==> config.mk <==
export PLATFORM = sky130hd
export DESIGN_NAME = fdma_dual_arbiter
export DESIGN_NICKNAME = d
export VERILOG_FILES = /design/src/rtl/fdma_dual_arbiter.sv
export SDC_FILE = /design/constraint.sdc
export NUM_CORES = 1
export LEC_CHECK = 0
export CAP_MARGIN = 10
export CORE_AREA = 2 2 364 366
export DETAILED_ROUTE_END_ITERATION = 10
export DIE_AREA = 0 0 366 368
export HOLD_SLACK_MARGIN = 0.03
export REMOVE_ABC_BUFFERS = 1
export SYNTH_ARGS = -nofsm -noshare
export SYNTH_HDL_FRONTEND = slang
export SYNTH_SLANG_ARGS = --single-unit
==> constraint.sdc <==
create_clock -name ui_clk -period 9.9 [get_ports ui_clk]
set_clock_uncertainty 0.2 [all_clocks]
set_input_delay 0.99 -clock ui_clk [delete_from_list [all_inputs] [get_ports ui_clk]]
set_output_delay 0.99 -clock ui_clk [all_outputs]
set_load 0.01 [all_outputs]
==> src/rtl/fdma_dual_arbiter.sv <==
// fdma_dual_arbiter: shares one FDMA slave port between two requesters.
// Write and read channels are arbitrated independently, each with its own
// round-robin pointer and IDLE -> ISSUE -> XFER -> IDLE sequencer. Zero-size
// bursts take a one-cycle DONE detour and never reach the master side.
//
// Ports:
//   ui_clk, ddr_rst        clock, asynchronous active-high reset
//   s_w*/s_r*              requester side, 2 lanes packed (lane 0 in low bits)
//   m_w*/m_r*              single FDMA master side
//   s_rdata                read data broadcast to both requesters
module fdma_dual_arbiter #(
  parameter int unsigned AW = 32,
  parameter int unsigned SW = 16,
  parameter int unsigned DW = 128
) (
  input  logic            ui_clk,
  input  logic            ddr_rst,
  // requester write side
  input  logic [1:0]      s_wareq,
  input  logic [2*AW-1:0] s_waddr,
  input  logic [2*SW-1:0] s_wsize,
  input  logic [2*DW-1:0] s_wdata,
  output logic [1:0]      s_wbusy,
  output logic [1:0]      s_wvalid,
  // requester read side
  input  logic [1:0]      s_rareq,
  input  logic [2*AW-1:0] s_raddr,
  input  logic [2*SW-1:0] s_rsize,
  output logic [1:0]      s_rbusy,
  output logic [1:0]      s_rvalid,
  output logic [DW-1:0]   s_rdata,
  // master write side
  output logic            m_wareq,
  output logic [AW-1:0]   m_waddr,
  output logic [SW-1:0]   m_wsize,
  output logic [DW-1:0]   m_wdata,
  input  logic            m_wbusy,
  input  logic            m_wvalid,
  // master read side
  output logic            m_rareq,
  output logic [AW-1:0]   m_raddr,
  output logic [SW-1:0]   m_rsize,
  input  logic            m_rbusy,
  input  logic            m_rvalid,
  input  logic [DW-1:0]   m_rdata
);

  localparam logic [1:0] IDLE  = 2'd0;
  localparam logic [1:0] ISSUE = 2'd1;
  localparam logic [1:0] XFER  = 2'd2;
  localparam logic [1:0] DONE  = 2'd3;

  // ---------------------------------------------------------------- write
  logic [1:0]    wst;
  logic          wgnt;
  logic          wlast;
  logic          wwin;
  logic [AW-1:0] waddr_win;
  logic [SW-1:0] wsize_win;

  // With both requesting, the one not served last wins; otherwise the sole requester.
  always_comb begin
    wwin      = (s_wareq == 2'b11) ? ~wlast : s_wareq[1];
    waddr_win = wwin ? s_waddr[2*AW-1:AW] : s_waddr[AW-1:0];
    wsize_win = wwin ? s_wsize[2*SW-1:SW] : s_wsize[SW-1:0];
  end

  always_ff @(posedge ui_clk or posedge ddr_rst) begin
    if (ddr_rst) begin
      wst     <= IDLE;
      wgnt    <= 1'b0;
      wlast   <= 1'b1;
      m_wareq <= 1'b0;
      m_waddr <= '0;
      m_wsize <= '0;
      s_wbusy <= 2'b00;
    end else begin
      case (wst)
        IDLE: begin
          if (!m_wbusy && (s_wareq != 2'b00)) begin
            wgnt    <= wwin;
            m_waddr <= waddr_win;
            m_wsize <= wsize_win;
            s_wbusy <= wwin ? 2'b10 : 2'b01;
            if (wsize_win == '0) begin
              wst <= DONE;
            end else begin
              m_wareq <= 1'b1;
              wst     <= ISSUE;
            end
          end
        end
        ISSUE: begin
          if (m_wareq && m_wbusy) begin
            m_wareq <= 1'b0;
            wst     <= XFER;
          end
        end
        XFER: begin
          if (!m_wbusy) begin
            s_wbusy <= 2'b00;
            wlast   <= wgnt;
            wst     <= IDLE;
          end
        end
        default: begin  // DONE
          s_wbusy <= 2'b00;
          wlast   <= wgnt;
          wst     <= IDLE;
        end
      endcase
    end
  end

  // ----------------------------------------------------------------- read
  logic [1:0]    rst_st;
  logic          rgnt;
  logic          rlast;
  logic          rwin;
  logic [AW-1:0] raddr_win;
  logic [SW-1:0] rsize_win;

  always_comb begin
    rwin      = (s_rareq == 2'b11) ? ~rlast : s_rareq[1];
    raddr_win = rwin ? s_raddr[2*AW-1:AW] : s_raddr[AW-1:0];
    rsize_win = rwin ? s_rsize[2*SW-1:SW] : s_rsize[SW-1:0];
  end

  always_ff @(posedge ui_clk or posedge ddr_rst) begin
    if (ddr_rst) begin
      rst_st  <= IDLE;
      rgnt    <= 1'b0;
      rlast   <= 1'b1;
      m_rareq <= 1'b0;
      m_raddr <= '0;
      m_rsize <= '0;
      s_rbusy <= 2'b00;
    end else begin
      case (rst_st)
        IDLE: begin
          if (!m_rbusy && (s_rareq != 2'b00)) begin
            rgnt    <= rwin;
            m_raddr <= raddr_win;
            m_rsize <= rsize_win;
            s_rbusy <= rwin ? 2'b10 : 2'b01;
            if (rsize_win == '0) begin
              rst_st <= DONE;
            end else begin
              m_rareq <= 1'b1;
              rst_st  <= ISSUE;
            end
          end
        end
        ISSUE: begin
          if (m_rareq && m_rbusy) begin
            m_rareq <= 1'b0;
            rst_st  <= XFER;
          end
        end
        XFER: begin
          if (!m_rbusy) begin
            s_rbusy <= 2'b00;
            rlast   <= rgnt;
            rst_st  <= IDLE;
          end
        end
        default: begin  // DONE
          s_rbusy <= 2'b00;
          rlast   <= rgnt;
          rst_st  <= IDLE;
        end
      endcase
    end
  end

  // ------------------------------------------------------------- datapath
  always_comb begin
    m_wdata     = wgnt ? s_wdata[2*DW-1:DW] : s_wdata[DW-1:0];
    s_wvalid[0] = m_wvalid && (wst == XFER) && !wgnt;
    s_wvalid[1] = m_wvalid && (wst == XFER) && wgnt;
    s_rvalid[0] = m_rvalid && (rst_st == XFER) && !rgnt;
    s_rvalid[1] = m_rvalid && (rst_st == XFER) && rgnt;
    s_rdata     = m_rdata;
  end

endmodule

Word level (Yosys, flattened, before mapping)
Index checks and enable logic that the tools add are counted.
{"block": "word_totals", "out_inout_bits": 362, "reg_bits": 110, "wordCells": 103}
{"block": "op_classes", "eq_ne": 14, "n_reduce_logical": 34, "bitwise_logic": 6, "muxes": 35}
{"cell": "2-to-1 mux 128 bit", "n": 1}
{"cell": "2-to-1 mux 32 bit", "n": 2}
{"cell": "zero test 16 bit", "n": 2}
{"cell": "2-to-1 mux 16 bit", "n": 2}
{"cell": "2-to-1 mux 2 bit", "n": 12}
{"cell": "one-hot mux 2 bit (3 select lines)", "n": 4}
{"cell": "!= test 2 bit, second input constant", "n": 8}
{"cell": "AND reduction 3 bit", "n": 4}
{"cell": "logical AND 1 bit", "n": 10}
{"cell": "2-to-1 mux 1 bit", "n": 10}
{"cell": "== test 2 bit, second input constant", "n": 4}
{"cell": "one-hot mux 1 bit (2 select lines)", "n": 4}
{"cell": "AND reduction 2 bit", "n": 4}
{"cell": "AND reduction 4 bit", "n": 2}
{"cell": "nonzero test 2 bit", "n": 4}
{"cell": "inverter 1 bit", "n": 6}
{"cell": "== test 2 x 1 -> 1 bit, second input constant", "n": 2}
{"cell": "zero test 1 bit", "n": 4}
{"cell": "zero test 2 bit", "n": 2}
{"cell": "OR reduction 2 bit", "n": 2}

Logic depth before layout (Yosys ltp)
{"block": "depth", "word_depth": 7, "depth_mapped": 6, "ltp_nobuf": 5}

Worst setup path after synthesis
OpenSTA, ideal clock, no wires.
{"block": "synth_path", "path_type": "input to output", "from": "in m_rvalid", "to": "out s_rvalid[0]", "n_path_buf": 0, "cell_stages": 1, "slack_ns": 7.281, "arrival_ns": 1.429, "cell_sequence": "nor4bb_1"}
{"block": "synth_via", "elab_chain_len": 2}
{"element": "start, declared", "line": "44", "source": "input logic m_rvalid,"}
{"element": "logical AND 1 bit (2 in series)", "line": "181", "source": "s_rvalid[0] = m_rvalid && (rst_st == XFER) && !rgnt;"}
{"element": "end, declared", "line": "30", "source": "output logic [1:0] s_rvalid,"}
Every way passes these cells.

Worst setup path in the final report
{"block": "layout_path", "from": "reg wgnt", "to": "out m_wdata[53]"}
{"block": "layout_via", "elab_chain_len": 1}
{"element": "start, declared", "line": "55", "source": "logic wgnt;"}
{"element": "start signal, assigned", "line": "81", "source": "wgnt <= wwin;"}
{"element": "2-to-1 mux 128 bit", "line": "178", "source": "m_wdata = wgnt ? s_wdata[2*DW-1:DW] : s_wdata[DW-1:0];"}
{"element": "end, declared", "line": "36", "source": "output logic [DW-1:0] m_wdata,"}
Every way passes these cells.

==> flow_summary.json <==
{
  "worstPathBufferInverterCount": 2,
  "antenna_found_initial": 54,
  "maxCapViolCount": 0,
  "synth-main-ff-cell": "dfrtp_1",
  "cts_max_level": 3,
  "grtUsageMet3_pct": 9.40,
  "period_needed_ns": 4.61,
  "netlist_area_um2": 7660,
  "yosysSeqAreaShare_pct": 36.0,
  "dp_hpwl_mm": 74.0,
  "synth.top_cell.area_share_pct": 35.3,
  "die_w_um": 366,
  "ys_ff_latch": 110,
  "drt_iter0_drc": 710,
  "synth-async-reset-ratio_pct": 100,
  "route.detailed.wl_per_inst_um": 27.3,
  "seq_area_um2": 2760,
  "finalNetCount": 1961,
  "startpoint_type": "flip-flop",
  "p_total_uw": 3220,
  "clk_latency_ns": 0.40,
  "synth.distinct_cells": 31,
  "drive_above_1_share_pct": 11.7,
  "cts_resized": 0,
  "row_count": 133,
  "crit_fanout": 81,
  "coreArea_um2": 131000,
  "peakVddDrop_uv": 125,
  "postPlaceCellArea_um2": 15700,
  "clkTransAtPathRegs_ns": 0.08,
  "grt_pass1_wl_mm": 105,
  "initial_core_util_pct": 5.85,
  "io_pins": 948,
  "postSynthCellCount": 847,
  "fmax_mhz": 217,
  "tightest_slew_ns": 1.19,
  "power.leakage_uw": 0.00564,
  "drt-total-wl_mm": 86.1,
  "worstSetupPathType": "reg -> out",
  "vias": 9200,
  "grt_pass1_vias": 8822,
  "yosysMostFrequentCell": "nand2_1",
  "clock_sinks": 110,
  "setup_violations": 0,
  "maxSlewHeadroom_pct": 20.9,
  "ant_nets": 0,
  "cts_hold_buffers": 0,
  "synth_edf_count": 0,
  "globalRoute.totalOverflow": 0,
  "syn_avg_cell_area_um2": 9.04,
  "crit_arrival_ns": 3.42,
  "yosys_warnings": 0,
  "fillerInstances": 15019,
  "whs_ns": 0.285,
  "port_buffers": 691,
  "globalRouteTotalUtil_pct": 12.3,
  "p_per_area_nw_per_um2": 202,
  "yosysTopAreaCell": "dfrtp_1",
  "worstPathCellList": "buf_4 > mux2_2 > clkdlybuf4s50_1",
  "area_growth_pct": 109,
  "dr.pass1.iters": 5,
  "cts_tree": "built",
  "tns_ns": 0,
  "grt_max_degree": 86,
  "gp_congestion": 0.850,
  "required_ns": 8.71,
  "multi_input_area_um2": 3710,
  "vias_per_cell": 2.92,
  "cp-end-kind": "primary output",
  "hp-class": "reg -> reg",
  "grt_use_met1_pct": 17.1,
  "synthTopCellsByCount": "164 x nand2_1, 131 x buf_4, 130 x mux2_2",
  "status": "complete, no violations",
  "dp.cells": 3119,
  "finalMaxSlewViolations": 0,
  "hold_viol_final": 0,
  "grt_most_used_layer": "met1",
  "clk_path_buf_depth": 2,
  "synth_area_leaders": "dfrtp_1 35%, mux2_2 19%, buf_4 13%",
  "drcViolationCount": 0,
  "final_cell_count_no_fill": 3156,
  "die-height_um": 368,
  "met2_usage_pct": 14.2,
  "final_cell_area_um2": 16000,
  "cpPeakStageDelay_ns": 0.89,
  "clock-root-buffer": "clkbuf_16",
  "cp_top_family": "buffers and inverters",
  "rsz0062_at_grt": "no",
  "cts_setup_buffers": 0,
  "critPathSlowestCell": "buf_4",
  "fin_crit_sh_pct": 46.5,
  "numCtsBuffers": 9,
  "dieArea_um2": 135000
}
[where the power goes]
| part | internal (µW) | leakage [µW] | switching, µW |
|---|---|---|---|
| registers | 668 | 0.00130 | 171 |
| clock network | 174 | 0.000140 | 206 |
| logic | 1070 | 0.00419 | 936 |
| total | 1910 | 0.00564 | 1310 |
[registers in the layout, indices dropped and copies added, names as in the netlist, 2 cells and up]
name,flops
m_raddr,32
m_rsize,16
s_wbusy,2
m_waddr,32
wst,2
rst_st,2
m_wsize,16
s_rbusy,2
[cells in the final DEF, fill, tap and decap left out, types with 2 or more instances in the layout]
master,n
a21boi_4,2
a21oi_1,3
a22o_1,3
a31oi_1,49
buf_4,8
clkbuf_16,9
clkdlybuf4s50_1,691
clkinv_2,3
dfrtp_1,107
dfstp_2,2
diode_2,21
mux2_2,130
mux2i_1,49
nand2_1,163
nand4_1,4
nor2_1,61
nor2b_1,4
nor3_1,4
nor4_1,14
o21ai_0,56
[routing by layer]
layer,routed length [µm],part of all wire (%)
met5,816,0.95
met4,848,0.99
met3,15100,18
met2,29300,34
met1,40000,46
[path summary, 6_finish.rpt]
kind | from | endpoint | slack [ns] | cells past startpoint
worst max-delay path | wgnt | m_wdata[53] | 5.29 | 3
worst min-delay path | m_waddr[28] | m_waddr[28] | 0.28 | 2
worst max register to register | rst_st[1] | m_raddr[18] | 7.23 | 4
worst min register to register | m_waddr[28] | m_waddr[28] | 0.28 | 2
max in group asynchronous | ddr_rst | wgnt | 7.26 | 3
min in group asynchronous | ddr_rst | m_waddr[17] | 0.79 | 2
[through the flow]
stage	util (%)	setup WS (ns)
after floorplan	-	2.45
after global placement	12.0	5.74
after detailed placement	12.0	5.71
after CTS	12.2	5.20
after global routing	12.2	5.09
final	12.2	5.29
[worst register-to-register path, stage by stage, from the launching register on]
cell and delay [ns]:
dfrtp_1 0.51, nor4_4 0.53, buf_4 0.34, buf_4 0.61, a31oi_1 0.32
[kinds of logic after synthesis]
group | count (synthesis) | share of synthesized area (%)
buf+inv | 184 | 15.8
flops | 110 | 36.0
mux | 179 | 25.5
simple gates | 258 | 14.0
compound gates | 116 | 8.73
[cell type report]
type / instances / area share (%)
clock inverters: 7 / 0.368
diodes: 21 / 0.329
clock buffers: 9 / 1.41
well taps: 1755 / 13.7
multi-input cells: 553 / 23.2
flip-flops and latches: 110 / 17.3
repair buffers: 699 / 43.6
inverters: 2 / 0.0626
(Power assumes the default switching activity.)
